<file path="config.mk">
export PLATFORM = sky130hd
export DESIGN_NAME = clock_ctrl_flat
export DESIGN_NICKNAME = d
export VERILOG_FILES = /design/src/rtl/clock_ctrl_pkg.sv /design/src/rtl/clock_ctrl_if.sv /design/src/rtl/clock_ctrl_sat_counter.sv /design/src/rtl/clock_ctrl.sv /design/src/flat_wrapper.sv
export SDC_FILE = /design/constraint.sdc
export NUM_CORES = 1
export LEC_CHECK = 0
export ABC_AREA = 1
export CORE_ASPECT_RATIO = 2
export CORE_UTILIZATION = 45
export CTS_CLUSTER_DIAMETER = 80
export DETAILED_ROUTE_END_ITERATION = 16
export GPL_TIMING_DRIVEN = 0
export PLACE_DENSITY = 0.73
export SETUP_SLACK_MARGIN = 0.02
export SLEW_MARGIN = 15
export SYNTH_ARGS = -nofsm -noshare
export SYNTH_HDL_FRONTEND = slang
export SYNTH_SLANG_ARGS = --single-unit
</file>
<file path="constraint.sdc">
create_clock -name clk -period 3 [get_ports clk]
set_input_delay 0.6 -clock clk [delete_from_list [all_inputs] [get_ports clk]]
set_output_delay 0.6 -clock clk [all_outputs]
set_load 0.02 [all_outputs]
</file>
<file path="src/rtl/clock_ctrl_pkg.sv">
// clock_ctrl shared types.
// State and stop-cause encodings plus stop priority.
package clock_ctrl_pkg;

  typedef enum logic [1:0] {
    IDLE,
    RUN,
    STEP,
    STOPPED
  } ctrl_state_t;

  typedef enum logic [1:0] {
    CAUSE_NONE,
    CAUSE_USER,
    CAUSE_CPU,
    CAUSE_LIMIT
  } stop_cause_t;

  // Priority: user halt > cpu halt > limit.
  function automatic stop_cause_t pick_cause(
    input logic halt,
    input logic cpu,
    input logic lim
  );
    if (halt)
      return CAUSE_USER;
    else if (cpu)
      return CAUSE_CPU;
    else if (lim)
      return CAUSE_LIMIT;
    else
      return CAUSE_NONE;
  endfunction

endpackage

</file>
<file path="src/rtl/clock_ctrl_if.sv">
// clock_ctrl control/status bundle.
// master drives controls, slave is the controller.
interface clock_ctrl_if
  import clock_ctrl_pkg::*;
#(
  parameter int CYC_W = 32
);

  logic             start;
  logic             step;
  logic             halt_req;
  logic             cpu_halt;
  logic [CYC_W-1:0] cycle_limit;
  logic             enable;
  logic             running;
  logic             done;
  logic [CYC_W-1:0] cycle_count;
  stop_cause_t      stop_cause;

  modport master (
    output start,
    output step,
    output halt_req,
    output cpu_halt,
    output cycle_limit,
    input  enable,
    input  running,
    input  done,
    input  cycle_count,
    input  stop_cause
  );

  modport slave (
    input  start,
    input  step,
    input  halt_req,
    input  cpu_halt,
    input  cycle_limit,
    output enable,
    output running,
    output done,
    output cycle_count,
    output stop_cause
  );

endinterface

</file>
<file path="src/rtl/clock_ctrl_sat_counter.sv">
// Saturating up-counter, sync clear over increment.
// Holds at all-ones instead of wrapping.
module sat_counter #(
  parameter int W = 32
) (
  input  logic         clk,
  input  logic         rst_n,
  input  logic         clr,
  input  logic         inc,
  output logic [W-1:0] q
);

  always_ff @(posedge clk or negedge rst_n) begin
    if (!rst_n)
      q <= '0;
    else if (clr)
      q <= '0;
    else if (inc && (q != '1))
      q <= q + W'(1);
  end

endmodule

</file>
<file path="src/rtl/clock_ctrl.sv">
// Run controller sequencing the CPU clock enable.
// Free-run, single-step, halts and cycle budget.
module clock_ctrl
  import clock_ctrl_pkg::*;
#(
  parameter int CYC_W = 32
) (
  input logic         clk,
  input logic         rst_n,
  clock_ctrl_if.slave bus
);

  ctrl_state_t      state_q, state_d;
  stop_cause_t      cause_q, cause_d;
  stop_cause_t      hit;
  logic             en_q, en_d;
  logic             clr;
  logic             lim_hit;
  logic [CYC_W-1:0] cnt;

  // Wrapped cnt+1 at saturation is 0, so it never matches.
  assign lim_hit = (bus.cycle_limit != '0) &&
                   ((cnt + CYC_W'(1)) == bus.cycle_limit);

  assign hit = pick_cause(bus.halt_req,
                          bus.cpu_halt,
                          lim_hit);

  always_comb begin
    state_d = state_q;
    cause_d = cause_q;
    en_d    = en_q;
    clr     = 1'b0;
    unique case (1'b1)
      (state_q == IDLE): begin
        if (bus.start) begin
          state_d = RUN;
          en_d    = 1'b1;
          cause_d = CAUSE_NONE;
          clr     = 1'b1;
        end else if (bus.step) begin
          state_d = STEP;
          en_d    = 1'b1;
        end
      end
      (state_q == RUN): begin
        if (hit != CAUSE_NONE) begin
          state_d = STOPPED;
          en_d    = 1'b0;
          cause_d = hit;
        end
      end
      (state_q == STEP): begin
        en_d = 1'b0;
        if (hit != CAUSE_NONE) begin
          state_d = STOPPED;
          cause_d = hit;
        end else begin
          state_d = IDLE;
        end
      end
      (state_q == STOPPED): begin
        if (bus.start) begin
          state_d = RUN;
          en_d    = 1'b1;
          cause_d = CAUSE_NONE;
          clr     = 1'b1;
        end
      end
      default: ;
    endcase
  end

  always_ff @(posedge clk or negedge rst_n) begin
    if (!rst_n) begin
      state_q <= IDLE;
      cause_q <= CAUSE_NONE;
      en_q    <= 1'b0;
    end else begin
      state_q <= state_d;
      cause_q <= cause_d;
      en_q    <= en_d;
    end
  end

  sat_counter #(
    .W(CYC_W)
  ) u_cnt (
    .clk  (clk),
    .rst_n(rst_n),
    .clr  (clr),
    .inc  (en_q),
    .q    (cnt)
  );

  assign bus.enable      = en_q;
  assign bus.running     = (state_q == RUN) ||
                           (state_q == STEP);
  assign bus.done        = (state_q == STOPPED);
  assign bus.cycle_count = cnt;
  assign bus.stop_cause  = cause_q;

endmodule
</file>
<file path="src/flat_wrapper.sv">
// flat-port wrapper written by rule: the top's interface ports become plain ports
module clock_ctrl_flat import clock_ctrl_pkg::*;
#(
  parameter int CYC_W = 32
)
  (clk, rst_n, bus_start, bus_step, bus_halt_req, bus_cpu_halt, bus_cycle_limit, bus_enable, bus_running, bus_done, bus_cycle_count, bus_stop_cause);
  clock_ctrl_if #(.CYC_W(CYC_W)) bus_i ();
  input logic clk;
  input logic rst_n;
  input wire logic [$bits(bus_i.start)-1:0] bus_start;
  input wire logic [$bits(bus_i.step)-1:0] bus_step;
  input wire logic [$bits(bus_i.halt_req)-1:0] bus_halt_req;
  input wire logic [$bits(bus_i.cpu_halt)-1:0] bus_cpu_halt;
  input wire logic [$bits(bus_i.cycle_limit)-1:0] bus_cycle_limit;
  output wire logic [$bits(bus_i.enable)-1:0] bus_enable;
  output wire logic [$bits(bus_i.running)-1:0] bus_running;
  output wire logic [$bits(bus_i.done)-1:0] bus_done;
  output wire logic [$bits(bus_i.cycle_count)-1:0] bus_cycle_count;
  output wire logic [$bits(bus_i.stop_cause)-1:0] bus_stop_cause;
  assign bus_i.start = bus_start;
  assign bus_i.step = bus_step;
  assign bus_i.halt_req = bus_halt_req;
  assign bus_i.cpu_halt = bus_cpu_halt;
  assign bus_i.cycle_limit = bus_cycle_limit;
  assign bus_enable = bus_i.enable;
  assign bus_running = bus_i.running;
  assign bus_done = bus_i.done;
  assign bus_cycle_count = bus_i.cycle_count;
  assign bus_stop_cause = bus_i.stop_cause;
  clock_ctrl #(.CYC_W(CYC_W)) u_core (.clk(clk), .rst_n(rst_n), .bus(bus_i));
endmodule
</file>
==> results.sh, run 1 <==
export IMPL_tns_ns=0
export IMPL_hold_violations=0
export IMPL_numPortBuffers=74
export IMPL_fp_dieH_um=124
export IMPL_root_buffer="clkbuf_16"
export IMPL_critPathKind="reg2reg"
export IMPL_rr_worst_depth=14
export IMPL_startpoint="u_core.u_cnt.q[9]"
export IMPL_antenna_cells=0
export IMPL_grt_max_degree=23
export IMPL_clock_sinks=37
export IMPL_synth_seq_area_share_pct=27.8
export IMPL_grt_first_pass_wirelength_um=18500
export IMPL_power_density_nw_per_um2=488
export IMPL_rows=44
export IMPL_fin_crit_sh_pct=96.2
export IMPL_totalPowerFinal_uw=2130
export IMPL_final_nets=677
export IMPL_routedWlPerCell_um=16.4
export IMPL_r2r_end="u_core.state_q[0]"
export IMPL_syn_nets=594
export IMPL_ys_types=30
export IMPL_firstDrtPassIters=6
export IMPL_crit_required_ns=3.22
export IMPL_synthCells=551
export IMPL_synth_area_sq_um=3340
export IMPL_initialDrtViolationCount=288
export IMPL_drc=0
export IMPL_grt_util_all_layers_pct=32.1
export IMPL_hold_buffers=0
export IMPL_yosys_area_top_type="dfrtp_1"
export IMPL_skew_ns=0.00345
export IMPL_rrSetupSlack_ns=0.11
export IMPL_syn_area_per_cell_sq_um=6.05
export IMPL_gp_congestion=0.976
export IMPL_area_growth_pct=31.2
export IMPL_fmax_ghz=0.347
export IMPL_r2r_start="u_core.u_cnt.q[9]"
export IMPL_rsz0062_at_grt="no"
export IMPL_layout_commonest_cell="nand2_1"
export IMPL_arrival_ns=3.11
export IMPL_tightest_slew_ns=0.701
export IMPL_crit_fanout=6
export IMPL_endpoint_kind="flop"
export IMPL_overflow=0
export IMPL_antenna_left=0
export IMPL_start_kind="flop"
export IMPL_post_route_min_period_ns=2.89
export IMPL_ir_worst_vdd_mv=0.544
export IMPL_cts_tree="built"
export IMPL_cp_endpoint="u_core.state_q[0]"
export IMPL_die_x_um=62.9
export IMPL_die_area_sq_um=7780
export IMPL_cts_made_buffers=5
export IMPL_start_util_pct=46.3
export IMPL_ios=75
export IMPL_route_final_wire_length_um=11900
export IMPL_setup_viol=0
export IMPL_htree_levels=2
export IMPL_maxSlewViolCount=0
export IMPL_via_per_inst=5.42
export IMPL_slew_headroom_pct=53.3
export IMPL_clockBufferDepth=2
export IMPL_clk_latency_ns=0.29
export IMPL_cap_violations=0
export IMPL_dp_final_hpwl_um=9540
export IMPL_drive_gt1_share_pct=5.68
export IMPL_p_leak_uw=0.00196
export IMPL_synthTopCellsByArea="dfrtp_1 28%, nand2_1 22%, nand3_1 11%, nor2_1 9.2%, inv_1 7.5%"
export IMPL_clk_pin_slew_worst_paths_ns=0.06
export IMPL_fill_cells=725
export IMPL_ys_ff_latch=37
export IMPL_grt_pass1_vias=3851
export IMPL_hold_class="in2async"
export IMPL_vias=3934
export IMPL_final_cell_mix="194 x nand2_1, 81 x nor2_1, 73 x clkdlybuf4s50_1"
export IMPL_antenna_found_initial=0
export IMPL_synth_top_area_share_pct=27.8
export IMPL_ys_warn_count=0
export IMPL_status="complete, no violations"
export IMPL_design_core_area_sq_um=7210
[cells in the mapped netlist]
master and number:
nor2_4 4, inv_1 67, nand2_2 6, nand2_1 195
nor3_1 2, a221oi_1 1, o21ai_2 1, o22ai_1 16
and2_1 2, ha_1 5, o21ai_1 4, nand2_4 1
and2_0 1, nor2_8 1, nor2_1 82, xnor2_1 1
nor2_2 6, nand4_1 1, or2_2 1, nand3_1 71
dfrtp_1 37, nand3b_1 11, o21ai_0 16, or2_1 1
clkbuf_1 3, xor2_1 6, xnor3_1 4, inv_2 1
buf_2 1, nand3_2 3
[logic make-up after synthesis]
logic type                 share of synthesized area (%)
AOI/OAI and AO/OA                                   6.53
xor gates and xnor gates                            4.54
adders and majority gates                           1.88
buffers and inverters                               8.14
DFF                                                 27.8
and+or+nand+nor                                     51.2
[flip-flops by register name, summed over array words and instances, names as in the netlist]
register,count
u_core.bus.enable,1
u_core.bus.stop_cause,2
u_core.state_q,2
u_core.u_cnt.q,32
[metrics by stage]
| step | utilization [%] | instance area [sq um] | hold WS, ns | worst slack, ns | instances |
|---|---|---|---|---|---|
| after CTS | 60.4 | 4360 | 0.267 | 0.0969 | 725 |
| after global routing | 60.7 | 4380 | 0.286 | 0.0225 | 726 |
| after detailed placement | 58.4 | 4210 | 0.492 | 0.115 | 718 |
| final | 60.7 | 4380 | 0.254 | 0.114 | 726 |
| after floorplan | - | 3340 | 0.304 | 0.753 | 551 |
| after global placement | 58.1 | 4190 | 0.486 | 0.120 | 717 |
[layout make-up]
class                           instances  area, sq um  area share [%]
Multi-Input combinational cell        442         2150            49.1
Sequential cell                        37          926            21.2
Timing Repair Buffer                   76          771            17.6
Inverter                               68          255            5.83
Clock buffer                            7          143            3.26
Tap cell                               92          115            2.63
Buffer                                  4         18.8           0.429
[what timing repair did]
item | 4_1_cts | 5_1_grt
endpoints found under the setup margin | 0 | 24
resized for setup | 0 | 4
hold endpoints to repair | 0 | 0
setup buffers | 0 | 1
[where the power goes]
part | leakage, uW | internal (uW) | switching (uW) | total [uW]
Clock | 0.0000700 | 327 | 213 | 540
Combinational | 0.00138 | 341 | 640 | 981
Sequential | 0.000506 | 554 | 58.8 | 613
Total | 0.00196 | 1220 | 912 | 2130
[how the worst min path moves through the flow]
stage | slack, ns | cells after the start | endpoint | from
CTS | 0.27 | 1 | u_core.u_cnt.q[29] | rst_n
floorplan | 0.30 | 0 | u_core.bus.enable | rst_n
global route | 0.29 | 1 | u_core.u_cnt.q[29] | rst_n
global placement | 0.49 | 2 | u_core.bus.stop_cause[0] | u_core.bus.stop_cause[0]
detailed placement | 0.49 | 2 | u_core.bus.stop_cause[1] | u_core.bus.stop_cause[1]
finish | 0.25 | 1 | u_core.u_cnt.q[29] | rst_n
[metal layers]
| layer | track usage [%] | routed length (um) | vias to the layer above |
|---|---|---|---|
| met5 | 0 | 0 | - |
| met4 | 24.9 | 918 | 0 |
| met3 | 5.13 | 657 | 56 |
| met2 | 61.4 | 6400 | 169 |
| met1 | 29.4 | 3920 | 1792 |
| li1 | - | - | 1917 |
[worst max-delay path: stages, from the launching register on]
cell and delay, ns:
dfrtp_1 0.50, nand2_2 0.13, nor2_1 0.30, nand2_1 0.15
nor2_4 0.27, xnor3_1 0.29, nor2_1 0.21, nand3_1 0.13
nor2_2 0.22, nand3_2 0.15, nand4_1 0.12, nand2_2 0.10
nor2_1 0.12, nand2_1 0.06, nand2_1 0.06
(Power assumes the default switching activity.)
==> run 2: changes to the inputs <==
--- a/config.mk
+++ b/config.mk
@@ -13,6 +13,7 @@
 export GPL_TIMING_DRIVEN = 0
 export PLACE_DENSITY = 0.73
 export SETUP_SLACK_MARGIN = 0.02
+export SKIP_LAST_GASP = 1
 export SLEW_MARGIN = 15
 export SYNTH_ARGS = -nofsm -noshare
 export SYNTH_HDL_FRONTEND = slang
==> results of run 2 <==
No change in the layout: final DEF, timing and power equal those of run 1.
==> run 3: changes to the inputs <==
--- a/config.mk
+++ b/config.mk
@@ -6,6 +6,7 @@
 export NUM_CORES = 1
 export LEC_CHECK = 0
 export ABC_AREA = 1
+export CAP_MARGIN = 20
 export CORE_ASPECT_RATIO = 2
 export CORE_UTILIZATION = 45
 export CTS_CLUSTER_DIAMETER = 80
@@ -14,7 +15,7 @@
 export PLACE_DENSITY = 0.73
 export SETUP_SLACK_MARGIN = 0.02
 export SKIP_LAST_GASP = 1
-export SLEW_MARGIN = 15
+export SLEW_MARGIN = 20
 export SYNTH_ARGS = -nofsm -noshare
 export SYNTH_HDL_FRONTEND = slang
 export SYNTH_SLANG_ARGS = --single-unit
==> results of run 3 <==
No change in the layout: final DEF, timing and power equal those of run 1.
==> variant 1, RTL diff (config.mk and constraints of run 2) <==
`CYC_W` is set to 32 in 3 places; all go to 48.
--- a/src/rtl/clock_ctrl_if.sv
+++ b/src/rtl/clock_ctrl_if.sv
@@ -3,7 +3,7 @@
 interface clock_ctrl_if
   import clock_ctrl_pkg::*;
 #(
-  parameter int CYC_W = 32
+  parameter int CYC_W = 48
 );
 
   logic             start;
--- a/src/rtl/clock_ctrl.sv
+++ b/src/rtl/clock_ctrl.sv
@@ -3,7 +3,7 @@
 module clock_ctrl
   import clock_ctrl_pkg::*;
 #(
-  parameter int CYC_W = 32
+  parameter int CYC_W = 48
 ) (
   input logic         clk,
   input logic         rst_n,
--- a/src/flat_wrapper.sv
+++ b/src/flat_wrapper.sv
@@ -1,7 +1,7 @@
 // flat-port wrapper written by rule: the top's interface ports become plain ports
 module clock_ctrl_flat import clock_ctrl_pkg::*;
 #(
-  parameter int CYC_W = 32
+  parameter int CYC_W = 48
 )
   (clk, rst_n, bus_start, bus_step, bus_halt_req, bus_cpu_halt, bus_cycle_limit, bus_enable, bus_running, bus_done, bus_cycle_count, bus_stop_cause);
   clock_ctrl_if #(.CYC_W(CYC_W)) bus_i ();
Ports: changed (resized bus_cycle_count and bus_cycle_limit); port bits go from 75 to 107. No check against the original RTL was run, so the function may have changed too.
==> variant 1 against run 2 <==
Power rose by 37%. Clock skew rose by 1.7 ps. Global-route usage rose by 2.2 points. First-iteration DRC count rose by 39%. Maximum frequency rose by 3.5%. Sequential cell count rose by 16. Area after synthesis rose by 51%. Wire length rose by 65%. Synthesized cell count rose by 55%. Design area rose by 53%. Count of clock-buffer cells in the layout fell by 2. Die area rose by 50%. Final cell count rose by 55%. Setup slack improved by 98 ps. Critical path type unchanged. Critical endpoint is now u_core.u_cnt.q[14]. Highest routed layer unchanged.
==> variant 1: results (changes against run 2) <==
metric	value	unit	change
status	finished clean		unchanged
relSlewSlack	74.4	%	was 53.3%
wire_per_inst	17.5	um	was 16.4 um
design_area	6700	um2	was 4380 um2
synth_area_leaders	dfrtp_1 26%, nand2_1 22%, nand3_1 12%		was dfrtp_1 28%, nand2_1 22%, nand3_1 11%
path_max_fanout	10		was 6
grt_pass1_vias	5826		was 3851
nNetsFinal	1042		was 677
power.leakage	2.91	nW	was 1.96 nW
drtIter0Drc	401		was 288
grt_use_total	34.3	%	was 32.1%
routabilityCongestion	1.01		was 0.976
peakVddDrop	0.530	mV	was 0.544 mV
critPathSlowestCell	dfrtp_2		was dfrtp_1
crit_path_max_incr_delay	420	ps	was 500 ps
cts_resized	2		was 0
drive_gt1_share	8.64	%	was 5.68%
synthXorXnorAreaFrac	2.66	%	was 4.54%
insertion_delay	310	ps	was 290 ps
port_buffers	106		was 74
viasPerCell	5.56		was 5.42
grtUsageMet1	35.4	%	was 29.4%
postSynthAreaPerCell	5.90	um2	was 6.05 um2
cts_setup_buffers	4		was 0
synth_fa_ha_area_share	1.24	%	was 1.88%
postPlaceCellArea	6290	um2	was 4210 um2
synth_commonest_cells	301 x nand2_1, 120 x nand3_1, 119 x nor2_1		was 195 x nand2_1, 82 x nor2_1, 71 x nand3_1
grt_first_pass_wirelength	29800	um	was 18500 um
arrival	2980	ps	was 3110 ps
dp_hpwl	15700	um	was 9540 um
skew	5.16	ps	was 3.45 ps
grt_max_degree	32		was 23
nFillCells	1091		was 725
==> variant 1: final cells by class <==
class | count | area share [%]
plain buffers | 10 | 1.40
clock buffers | 5 | 1.87
clock inverters | 3 | 0.971
inverters | 112 | 6.27
multi-input cells | 679 | 48.8
flip-flops and latches | 53 | 19.9
well taps | 140 | 2.61
repair buffers | 122 | 18.1
==> variant 1: report_power, final <==
part | internal [mW] | switching [mW] | leakage [nW]
sequential | 0.770 | 0.0647 | 0.723
clock | 0.478 | 0.308 | 0.0938
combinational | 0.501 | 0.806 | 2.09
==> variant 1: path summary, 6_finish.rpt <==
check                                              start  slack (ps)  cells after the start                        to
worst max-delay path                   u_core.u_cnt.q[0]         210                     15        u_core.u_cnt.q[14]
worst min-delay path                               rst_n         200                      1        u_core.u_cnt.q[10]
worst max register to register         u_core.u_cnt.q[0]         210                     15        u_core.u_cnt.q[14]
worst min register to register  u_core.bus.stop_cause[0]         510                      2  u_core.bus.stop_cause[0]
max in group asynchronous                          rst_n        2270                      2         u_core.u_cnt.q[0]
min in group clk                u_core.bus.stop_cause[0]         510                      2  u_core.bus.stop_cause[0]
==> variant 1: metal layers <==
| metal | vias up | share of wire [%] |
|---|---|---|
| li1 | 3015 | - |
| met1 | 2900 | 35 |
| met2 | 255 | 53 |
| met3 | 81 | 4.1 |
| met4 | 0 | 7.4 |
| met5 | - | 0 |
==> variant 1: worst max-delay path: cells and delay by family (launching register included) <==
kind / cells / cell delay (ps)
adder cells (fa/ha/maj): 1 / 220
AO/OA/AOI/OAI: 2 / 400
flip-flops: 1 / 420
buffers and inverters: 4 / 600
AND/OR/NAND/NOR: 8 / 1020
==> variant 2, RTL diff (config.mk and constraints of run 2) <==
Without the edit above. The 4 states of `ctrl_state_t` get a Gray code encoding in 2 bits.
--- a/src/rtl/clock_ctrl_pkg.sv
+++ b/src/rtl/clock_ctrl_pkg.sv
@@ -3,10 +3,10 @@
 package clock_ctrl_pkg;
 
   typedef enum logic [1:0] {
-    IDLE,
-    RUN,
-    STEP,
-    STOPPED
+    IDLE    = 2'b00,
+    RUN     = 2'b01,
+    STEP    = 2'b11,
+    STOPPED = 2'b10
   } ctrl_state_t;
 
   typedef enum logic [1:0] {
Function: no difference found for any inputs over 10 cycles, from zero or initial values and one cycle with rst_n low; not proved beyond that.
==> variant 2 against run 2 <==
Synthesized cell count decreased by 2.4%. Global-route usage decreased by 2.0 points. Wire length decreased by 3.9%. Core utilization about the same. Area after synthesis increased by 2.8%. Design area increased by 1.6%. Clock skew decreased by 1.7 ps. Sequential power increased by 1%. Critical path type unchanged. Power decreased by 12%. Sequential cell count unchanged. Setup slack improved by 160 ps. Highest routed layer unchanged.
==> variant 2: results (changes against run 2) <==
metric	value	unit	change
nNetsFinal	659		was 677
cts_buffer_depth	2		unchanged
seqPwrFrac	32.9	%	was 28.7%
arrival	2880	ps	was 3110 ps
grt_first_pass_wirelength	18100	um	was 18500 um
peakVddDrop	0.591	mV	was 0.544 mV
switching_share	40.1	%	was 42.7%
reg2reg_from	u_core.u_cnt.q[0]		was u_core.u_cnt.q[9]
crit_path_max_incr_delay	440	ps	was 500 ps
clkSlewWorstSetupHoldPaths	60	ps	about the same
cts_setup_buffers	0		unchanged
grt_use_total	30.0	%	was 32.1%
cts_root_buf	clkbuf_16		unchanged
use_met2	54.5	%	was 61.4%
skew	1.74	ps	was 3.45 ps
place_inst	705		was 718
dp_hpwl	9250	um	was 9540 um
grt_max_degree	21		was 23
cts_resized	0		unchanged
insertion_delay	290	ps	about the same
dr.pass1.iters	5		was 6
critPathSlowestCell	dfrtp_1		unchanged
syn-num-nets	577		was 594
comb_power	0.738	mW	was 0.981 mW
grt_use_met3	4.29	%	was 5.13%
wire_per_inst	16.0	um	was 16.4 um
synth.distinct_cells	32		was 30
grtUsageMet1	29.9	%	was 29.4%
syn_inst	538		was 551
fin_hold_ws	280	ps	was 254 ps
synth-seq-area-share	27.0	%	was 27.8%
dp_slack	300	ps	was 115 ps
path_max_fanout	10		was 6
status	finished clean		unchanged
yosysWarningCount	0		unchanged
p_switching	0.756	mW	was 0.912 mW
fin_crit	2730	ps	was 2890 ps
drive_gt1_share	7.41	%	was 5.68%
htree_levels	2		unchanged
viasPerCell	5.40		was 5.42
power.leakage	2.06	nW	was 1.96 nW
drtIter0Drc	231		was 288
antenna_found_initial	0		unchanged
routabilityCongestion	0.989		was 0.976
worstSetupPathType	reg2reg		unchanged
synth_commonest_cells	178 x nand2_1, 79 x nand3_1, 75 x nor2_1		was 195 x nand2_1, 82 x nor2_1, 71 x nand3_1
ff2ff_path_depth	11		was 14
endpoint	u_core.u_cnt.q[4]		was u_core.state_q[0]
via_count	3849		was 3934
relSlewSlack	51.9	%	was 53.3%
cts_buffers	5		unchanged
cp_top_family	simple AND/OR/NAND/NOR gates		unchanged
synth_area_leaders	dfrtp_1 27%, nand2_1 19%, nand3_1 12%		was dfrtp_1 28%, nand2_1 22%, nand3_1 11%
postPlaceCellArea	4310	um2	was 4210 um2
==> variant 2: cells by family (layout without fill, tap and decap cells) <==
family / count (synthesis) / in the layout / share of synthesized area, %
and+or+nand+nor: 377 / 377 / 52.2
buffers and inverters: 70 / 153 / 7.77
AOI/OAI and AO/OA: 37 / 37 / 6.09
DFF: 37 / 37 / 27.0
xor gates and xnor gates: 16 / 16 / 6.53
adders and majority gates: 1 / 1 / 0.365
==> variant 2: area by class of cell <==
type / instances / area, um2
Clock buffer: 6 / 129
Buffer: 6 / 26.3
Inverter: 64 / 240
Clock inverter: 2 / 10.0
Tap cell: 92 / 115
Fill cell: 721 / 2880
Sequential cell: 37 / 926
Timing Repair Buffer: 75 / 763
Multi-Input combinational cell: 431 / 2240
==> variant 2: routing by layer <==
layer	wire length, um	part of all wire [%]
met1	3970	35
met2	6020	53
met3	586	5.1
met4	865	7.6
met5	0	0
